<file path="src/rtl/tdm_demux_16_if.sv">
//------------------------------------------------------------------------------
// tdm_demux_16_if : serial-in / frame-out bundle for the 1:16 TDM demux.
// Revision: 1.0
//------------------------------------------------------------------------------
`default_nettype none

interface tdm_demux_16_if;
    logic        din;
    logic        din_valid;
    logic        sync;
    logic [15:0] dout;
    logic        frame_valid;
    logic        locked;
    logic [3:0]  slot;
    logic        sync_err;

    modport master (
        output din, din_valid, sync,
        input  dout, frame_valid, locked, slot, sync_err
    );

    modport slave (
        input  din, din_valid, sync,
        output dout, frame_valid, locked, slot, sync_err
    );
endinterface

`default_nettype wire

</file>
<file path="src/rtl/tdm_demux_16.sv">
//------------------------------------------------------------------------------
// tdm_demux_16 : 1:16 time-division demultiplexer / frame deserializer with
//                slot-0 sync marker alignment and registered frame output.
// Revision: 1.0
//------------------------------------------------------------------------------
`default_nettype none

module tdm_demux_16 #(
    parameter bit STRICT_SYNC = 1'b1
) (
    input  logic           clk,
    input  logic           rst,
    tdm_demux_16_if.slave  bus
);

    typedef enum logic [0:0] {
        HUNT = 1'b0,
        LOCK = 1'b1
    } state_t;

    localparam logic [3:0] c_last_slot = 4'd15;

    state_t      r_state;
    logic [3:0]  r_slot;
    logic [15:0] r_shadow;
    logic [15:0] r_dout;
    logic        r_frame_valid;
    logic        r_sync_err;

    state_t      w_state_n;
    logic [3:0]  w_slot_n;
    logic [15:0] w_shadow_n;
    logic [15:0] w_dout_n;
    logic        w_frame_valid_n;
    logic        w_sync_err_n;

    always_ff @(posedge clk) begin
        if (rst) begin
            r_state       <= HUNT;
            r_slot        <= 4'd0;
            r_shadow      <= 16'd0;
            r_dout        <= 16'd0;
            r_frame_valid <= 1'b0;
            r_sync_err    <= 1'b0;
        end else begin
            r_state       <= w_state_n;
            r_slot        <= w_slot_n;
            r_shadow      <= w_shadow_n;
            r_dout        <= w_dout_n;
            r_frame_valid <= w_frame_valid_n;
            r_sync_err    <= w_sync_err_n;
        end
    end

    always_comb begin
        w_state_n       = r_state;
        w_slot_n        = r_slot;
        w_shadow_n      = r_shadow;
        w_dout_n        = r_dout;
        w_frame_valid_n = 1'b0;
        w_sync_err_n    = 1'b0;

        if (bus.din_valid) begin
            unique case (r_state)
                HUNT: begin
                    if (bus.sync) begin
                        w_shadow_n[0] = bus.din;
                        w_slot_n      = 4'd1;
                        w_state_n     = LOCK;
                    end
                end

                LOCK: begin
                    if (bus.sync && (r_slot != 4'd0)) begin
                        // Early sync: restart the frame on this sample.
                        w_sync_err_n  = 1'b1;
                        w_shadow_n[0] = bus.din;
                        w_slot_n      = 4'd1;
                    end else if (!bus.sync && (r_slot == 4'd0) && STRICT_SYNC) begin
                        w_sync_err_n  = 1'b1;
                        w_slot_n      = 4'd0;
                        w_state_n     = HUNT;
                    end else begin
                        w_shadow_n[r_slot] = bus.din;
                        if (r_slot == c_last_slot) begin
                            w_dout_n        = {bus.din, r_shadow[14:0]};
                            w_frame_valid_n = 1'b1;
                            w_slot_n        = 4'd0;
                        end else begin
                            w_slot_n = r_slot + 4'd1;
                        end
                    end
                end

                default: begin
                    w_state_n = HUNT;
                    w_slot_n  = 4'd0;
                end
            endcase
        end
    end

    assign bus.dout        = r_dout;
    assign bus.frame_valid = r_frame_valid;
    assign bus.locked      = (r_state == LOCK);
    assign bus.slot        = r_slot;
    assign bus.sync_err    = r_sync_err;

endmodule

`default_nettype wire

</file>
<file path="src/flat_wrapper.sv">
// flat-port wrapper written by rule: the top's interface ports become plain ports
module tdm_demux_16_flat 
#(
    parameter bit STRICT_SYNC = 1'b1
)
  (clk, rst, bus_din, bus_din_valid, bus_sync, bus_dout, bus_frame_valid, bus_locked, bus_slot, bus_sync_err);
  tdm_demux_16_if bus_i ();
  input  logic clk;
  input  logic rst;
  input wire logic [$bits(bus_i.din)-1:0] bus_din;
  input wire logic [$bits(bus_i.din_valid)-1:0] bus_din_valid;
  input wire logic [$bits(bus_i.sync)-1:0] bus_sync;
  output wire logic [$bits(bus_i.dout)-1:0] bus_dout;
  output wire logic [$bits(bus_i.frame_valid)-1:0] bus_frame_valid;
  output wire logic [$bits(bus_i.locked)-1:0] bus_locked;
  output wire logic [$bits(bus_i.slot)-1:0] bus_slot;
  output wire logic [$bits(bus_i.sync_err)-1:0] bus_sync_err;
  assign bus_i.din = bus_din;
  assign bus_i.din_valid = bus_din_valid;
  assign bus_i.sync = bus_sync;
  assign bus_dout = bus_i.dout;
  assign bus_frame_valid = bus_i.frame_valid;
  assign bus_locked = bus_i.locked;
  assign bus_slot = bus_i.slot;
  assign bus_sync_err = bus_i.sync_err;
  tdm_demux_16 #(.STRICT_SYNC(STRICT_SYNC)) u_core (.clk(clk), .rst(rst), .bus(bus_i));
endmodule
</file>
<file path="config.mk">
export PLATFORM = sky130hd
export DESIGN_NAME = tdm_demux_16_flat
export DESIGN_NICKNAME = d
export VERILOG_FILES = /design/src/rtl/tdm_demux_16_if.sv /design/src/rtl/tdm_demux_16.sv /design/src/flat_wrapper.sv
export SDC_FILE = /design/constraint.sdc
export NUM_CORES = 1
export LEC_CHECK = 0
export ABC_CLOCK_PERIOD_IN_PS = 2100
export BUFFER_PORTS_ARGS = -buffer_cell sky130_fd_sc_hd__buf_2
export CAP_MARGIN = 20
export CORE_ASPECT_RATIO = 0.9
export CORE_MARGIN = 2
export CORE_UTILIZATION = 45
export DETAILED_ROUTE_END_ITERATION = 6
export HOLD_SLACK_MARGIN = 0.05
export PLACE_DENSITY_LB_ADDON = 0.08
export SYNTH_ARGS = -nofsm -noshare
export SYNTH_HDL_FRONTEND = slang
export SYNTH_SLANG_ARGS = --single-unit
</file>
<file path="constraint.sdc">
create_clock -name clk -period 2.1 [get_ports clk]
set_clock_uncertainty 0.15 [all_clocks]
set_input_delay 0.105 -clock clk [delete_from_list [all_inputs] [get_ports clk]]
set_output_delay 0.105 -clock clk [all_outputs]
set_load 0.05 [all_outputs]
</file>
[Yosys cells after proc, flatten, opt, wreduce, memory -nomap -nowiden]
Cells that the tools add are included.
W data, S select, Z words.
Cells by class
  add/sub/neg operators: 1
  multiply operators: 0
  divide/modulo/power cells: 0
  $lt $le $gt $ge: 2
  equal/unequal tests: 3
  shifts and indexed selects: 0
  muxes and demuxes: 19
  bitwise gates (word level): 4
  reduce and logical (&&, ||, !) cells: 12
Operators with widths (count)
  $bwmux W16: 1
  $mux W4: 4
  $mux W1: 10
  $pmux W4 S2: 1
  $lt A4 B5 Y1 const B: 1
  $reduce_and A5 Y1: 1
  $reduce_or A5 Y1: 1
  $add A4 B1 Y4 const B: 1
  $demux W1 S4: 1
  $eq A4 B4 Y1 const B: 1
  $ge A4 B1 Y1 const B: 1
  $logic_not A4 Y1: 1
  $not A1 Y1: 4
  $pmux W1 S2: 2
  $reduce_and A4 Y1: 1
  $reduce_bool A4 Y1: 1
  $logic_and A1 B1 Y1: 3
  $ne A3 B3 Y1 const B: 1
  $reduce_and A3 Y1: 1
  $reduce_or A3 Y1: 1
  $ne A2 B2 Y1 const B: 1
  $reduce_and A2 Y1: 1
  $logic_not A1 Y1: 1
Word-level totals
  register bits after elaboration: 39
  bits in latches: 0
  bits in writable memories: 0
  ROM bits: 0
  bits of input ports: 5
  output and inout port bits: 23
  word-level logic and storage cells: 48
  memories: 0

[Longest topological paths before layout]
  depth in word-level cells: 8
  depth in mapped cells: 10
  depth with buffers taken out: 8

[Worst setup path after synthesis]
Ideal clock, no wire load.
  path type: reg2reg
  start: register u_core.r_slot[0] (netlist: u_core.bus.slot[0])
  end: register u_core.r_dout[10] (netlist: u_core.bus.dout[10])
  setup time: 0.069 ns
  arrival time: 2.237 ns
  required time: 1.881 ns
  setup slack: -0.356 ns
  cell stages (with the launch flop): 11
  path buffers: 2
  clock period less this slack: 2.456 ns
  path through: dfxtp_1 > inv_1 > ha_1 > nor3b_4 > inv_2 > ha_1 > nand4_1 > buf_2 > clkbuf_1 > o21ai_0 > o21ai_1
On the way
  cells in the longest elaborated chain, start to end: 4
  elaborated cells between the ends (all ways): 8
  those cells by class: 1 x eq/ne; 2 x bitwise; 5 x reduce/logical
RTL lines
  start, declared: RTL line tdm_demux_16.sv:24  | logic [3:0] r_slot;
  start signal, assigned: RTL line tdm_demux_16.sv:47  | r_slot <= w_slot_n;
  $reduce_bool A4 Y1 or $logic_not A4 Y1 (tied branches): RTL line tdm_demux_16.sv:74, tdm_demux_16.sv:79
  $logic_and A1 B1 Y1 (on tied branches): RTL line tdm_demux_16.sv:74, tdm_demux_16.sv:79
  $not A1 Y1 (no source line)
  $reduce_and A5 Y1 (no source line) *
  end signal, assigned: RTL line tdm_demux_16.sv:49  | r_dout <= w_dout_n;
  end, declared: RTL line tdm_demux_16.sv:26  | logic [15:0] r_dout;
Mark *: on every way between the ends. The rest lies on a longest branch, timed or not.
A chain may end at the register's enable or synchronous reset.

[Worst setup path after layout]
  start: register u_core.r_slot[0] (netlist: u_core.bus.slot[0])
  end: register u_core.r_shadow[7]
On the way
  cells in the longest elaborated chain, start to end: 5
  elaborated cells between the ends (all ways): 13
  those cells by class: 2 x order compare; 3 x mux; 2 x bitwise; 6 x reduce/logical
RTL lines
  $lt A4 B5 Y1 (not written as such) or $ge A4 B1 Y1 (tied branches): RTL line tdm_demux_16.sv:84  | w_shadow_n[r_slot] = bus.din;
  $logic_and A1 B1 Y1 (not written as such): RTL line tdm_demux_16.sv:84
  $mux W1 (not written as such): RTL line tdm_demux_16.sv:84
  $demux W1 S4
  $bwmux W16: RTL line tdm_demux_16.sv:84
  end signal, assigned: RTL line tdm_demux_16.sv:48  | r_shadow <= w_shadow_n;
  end, declared: RTL line tdm_demux_16.sv:25  | logic [15:0] r_shadow;
Parallel ways exist; a longest one is shown, timed or not.

==> metrics.txt <==
status=finished, final reports clean; total wire length=3.70 mm; Clock power frac=38.6%; WP data required=2.16 ns; io pins=28; Tot GR Track Use=18.9%; H-tree depth=2; synth unique cells=32; Syn Inst Count=196; DRT Pass-1 Iters=4; TritonCTS clock tree=done; clk sinks=38; Worst R2R Path Depth=9; Remaining DRCs=0; Hold Vio Cnt, Final=0; vias after detailed routing=1,442; area growth from synthesis to layout=20.6%; CP Capture Type=flip-flop; Final Instance Count excl. Fillers=273; clock root buffer=clkbuf_8; Setup TNS=0 ns; number of DRC violations after detailed-routing iteration 0=between 70 and 80; P_sw=0.334 mW; core box area=3760 µm²; Post CTS Setup Buffer Count=0; Synthesized Nets=about 210; die footprint=4470 µm²; number of max-cap violations=0; Vias per Instance=~5.3; Cells after DPL=264; Ant. Diodes=0; flops & latches, synth=38; Int Pwr=1.03 mW; maximum VDD drop=324 µV; Finish-stage setup viols=0; worst min-delay path class=in2reg; pin count of the biggest net entering global routing=24; register area share after synthesis=42.8%; initial antenna violation count=0; Hold Path Cell Cnt=2; GR Overflow Total=0; Slew @ Worst Pin=0.590 ns; startpoint class of the critical path=flip-flop; fin crit share=between 90% and 100%; CP startpoint=u_core.bus.slot[0]; Post-Syn Area per Cell=9.07 µm²; relative slew slack=about three fifths; die width=70.3 µm; Worst R2R Start=u_core.bus.slot[0]; Final Total Pwr=approximately 1.4 mW; Crit Path Max Fanout=19; r2r endpoint=u_core.r_shadow[7]; Worst-path clk slew=approximately 0.080 ns; ANT nets after route=0; Site Rows=21; CTS Buf Count=5; first-pass GRT wire length=6.80 mm; Final nets=238; Sw Share=24.4%; number of global-route vias before repair=~1,400; Tmin final=2.02 ns; RSZ-0062 raised after global routing=true; Clock Latency Late Sink=0.28 ns; synthesized area=between 1500 and 2000 µm²; initial core utilization=47.3%; leakage=roughly 0.85 nW; Syn. warnings=0; wire length per cell=13.6 µm; worst reg2reg setup slack=roughly 0.079 ns; die height=63.6 µm; share of post-route cells with drive strength above 1=29.1%; DPL Wire Length=2.61 mm; IO buf count=27; Critical Path Sink=u_core.r_shadow[7]; Final Max Slew Viols=0; fmax=0.495 GHz; Gate power share=8.0%; Flop pwr share=53.4%; PwrDens=between 600 and 700 nW/µm²; Arr. time, crit path=between 2 and 2.5 ns; Clock Path Buffers=2; GPL Wtd Cong=0.811; Crit Path Class=reg2reg
==> state kept, by name, indices dropped and copies added (netlist names) <==
signal,cells
u_core.bus.sync_err,1
u_core.bus.locked,1
u_core.r_shadow,15
u_core.bus.slot,4
u_core.bus.dout,16
u_core.bus.frame_valid,1
==> power by group through the flow <==
| stage | sequential (mW) | clock [mW] | combinational (mW) |
|---|---|---|---|
| 2_1_floorplan | 0.759 | 0 | 0.0696 |
| 3_3_place_gp | 0.747 | 0 | 0.106 |
| 3_5_place_dp | 0.747 | 0 | 0.108 |
| 4_1_cts | 0.730 | 0.542 | 0.110 |
| 5_1_grt | 0.731 | 0.571 | 0.121 |
| 6_report | 0.730 | 0.527 | 0.109 |
==> cells in the final DEF (no fill, tap or decap), types with 3 or more instances in the layout <==
cell / instances
clkbuf_8: 6
o21ai_0: 17
nor2b_1: 17
mux2i_1: 15
nand2_1: 4
nand4_1: 5
nor3_1: 3
o21ai_1: 12
o21ai_2: 5
nand2b_1: 20
buf_4: 7
ha_1: 5
nor2_1: 12
buf_2: 27
buf_6: 4
dfxtp_1: 35
==> cell type report <==
| type | instances | area, µm² |
|---|---|---|
| clock buffer | 6 | 82.6 |
| clock inverter | 2 | 11.3 |
| timing repair buffer | 39 | 243 |
| tap | 46 | 57.6 |
| multi-input combinational | 138 | 963 |
| inverter | 4 | 17.5 |
| sequential | 38 | 769 |
| fill | 341 | 1610 |
==> per-stage QoR <==
| step | worst slack [ns] | util, % | cell area [µm²] | hold WS (ns) |
|---|---|---|---|---|
| 2_1_floorplan | 0.000129 | - | 1820 | 0.170 |
| 3_3_place_gp | 0.107 | 53.1 | 1990 | 0.275 |
| 3_5_place_dp | 0.0490 | 53.1 | 1990 | 0.275 |
| 4_1_cts | 0.0322 | 56.1 | 2110 | 0.0550 |
| 5_1_grt | -0.0302 | 57.1 | 2140 | 0.0657 |
| 6_report | 0.0789 | 57.1 | 2140 | 0.0492 |
==> cells in the mapped netlist, drive strengths merged <==
cell type,number,area [µm²]
a21o,1,7.51
a21oi,2,10.0
a221oi,2,23.8
a22oi,1,7.51
a31oi,2,12.5
and3,1,6.26
and3b,1,8.76
buf,11,76.3
clkbuf,5,18.8
dfxtp,38,761
ha,7,87.6
inv,4,15.0
mux2i,15,150
nand2,4,15.0
nand2b,20,125
nand3,2,10.0
nand3b,1,7.51
nand4,5,31.3
nor2,15,56.3
nor2b,17,106
nor3,4,20.0
nor3b,1,18.8
nor4b,1,8.76
nor4bb,1,10.0
o21ai,34,178
or2,1,6.26
==> worst max-delay path: stages, from the launching register on <==
cell and delay (ns):
dfxtp_4 0.35, inv_4 0.06, ha_4 0.12, nor3b_4 0.20
inv_2 0.08, ha_4 0.29, nand4_1 0.13, buf_6 0.21
nor2_1 0.13, mux2i_1 0.20
==> routing by layer <==
| metal | vias up | track usage [%] | wire [µm] |
|---|---|---|---|
| met2 | 26 | 29.6 | 1730 |
| met5 | - | 0 | 0 |
| met1 | 685 | 25.4 | 1790 |
| li1 | 726 | - | - |
| met3 | 5 | 4.00 | 145 |
| met4 | 0 | 7.21 | 40 |
==> logic make-up after synthesis <==
family | after synthesis | share of synthesized area, %
AO/OA/AOI/OAI | 42 | 13.4
adder cells (fa/ha/maj) | 7 | 4.93
buffers and inverters | 20 | 6.19
flip-flops | 38 | 42.8
multiplexers | 15 | 8.44
AND/OR/NAND/NOR | 74 | 24.2
==> worst min-delay path by stage <==
stage | slack (ns) | endpoint | start
after CTS | 0.06 | u_core.bus.locked | rst
after global placement | 0.28 | u_core.bus.sync_err | bus_din_valid
after global routing | 0.07 | u_core.bus.sync_err | bus_sync
after floorplan | 0.17 | u_core.bus.sync_err | bus_sync
after detailed placement | 0.28 | u_core.bus.sync_err | bus_din_valid
final | 0.05 | u_core.bus.slot[2] | rst
==> repair_timing <==
item	CTS	global route
endpoints found under the setup margin	0	21
endpoints found under the hold margin	2	0
gates resized for setup	0	19
hold buffers	2	0
No activity file was read; power rests on OpenSTA's default activity.
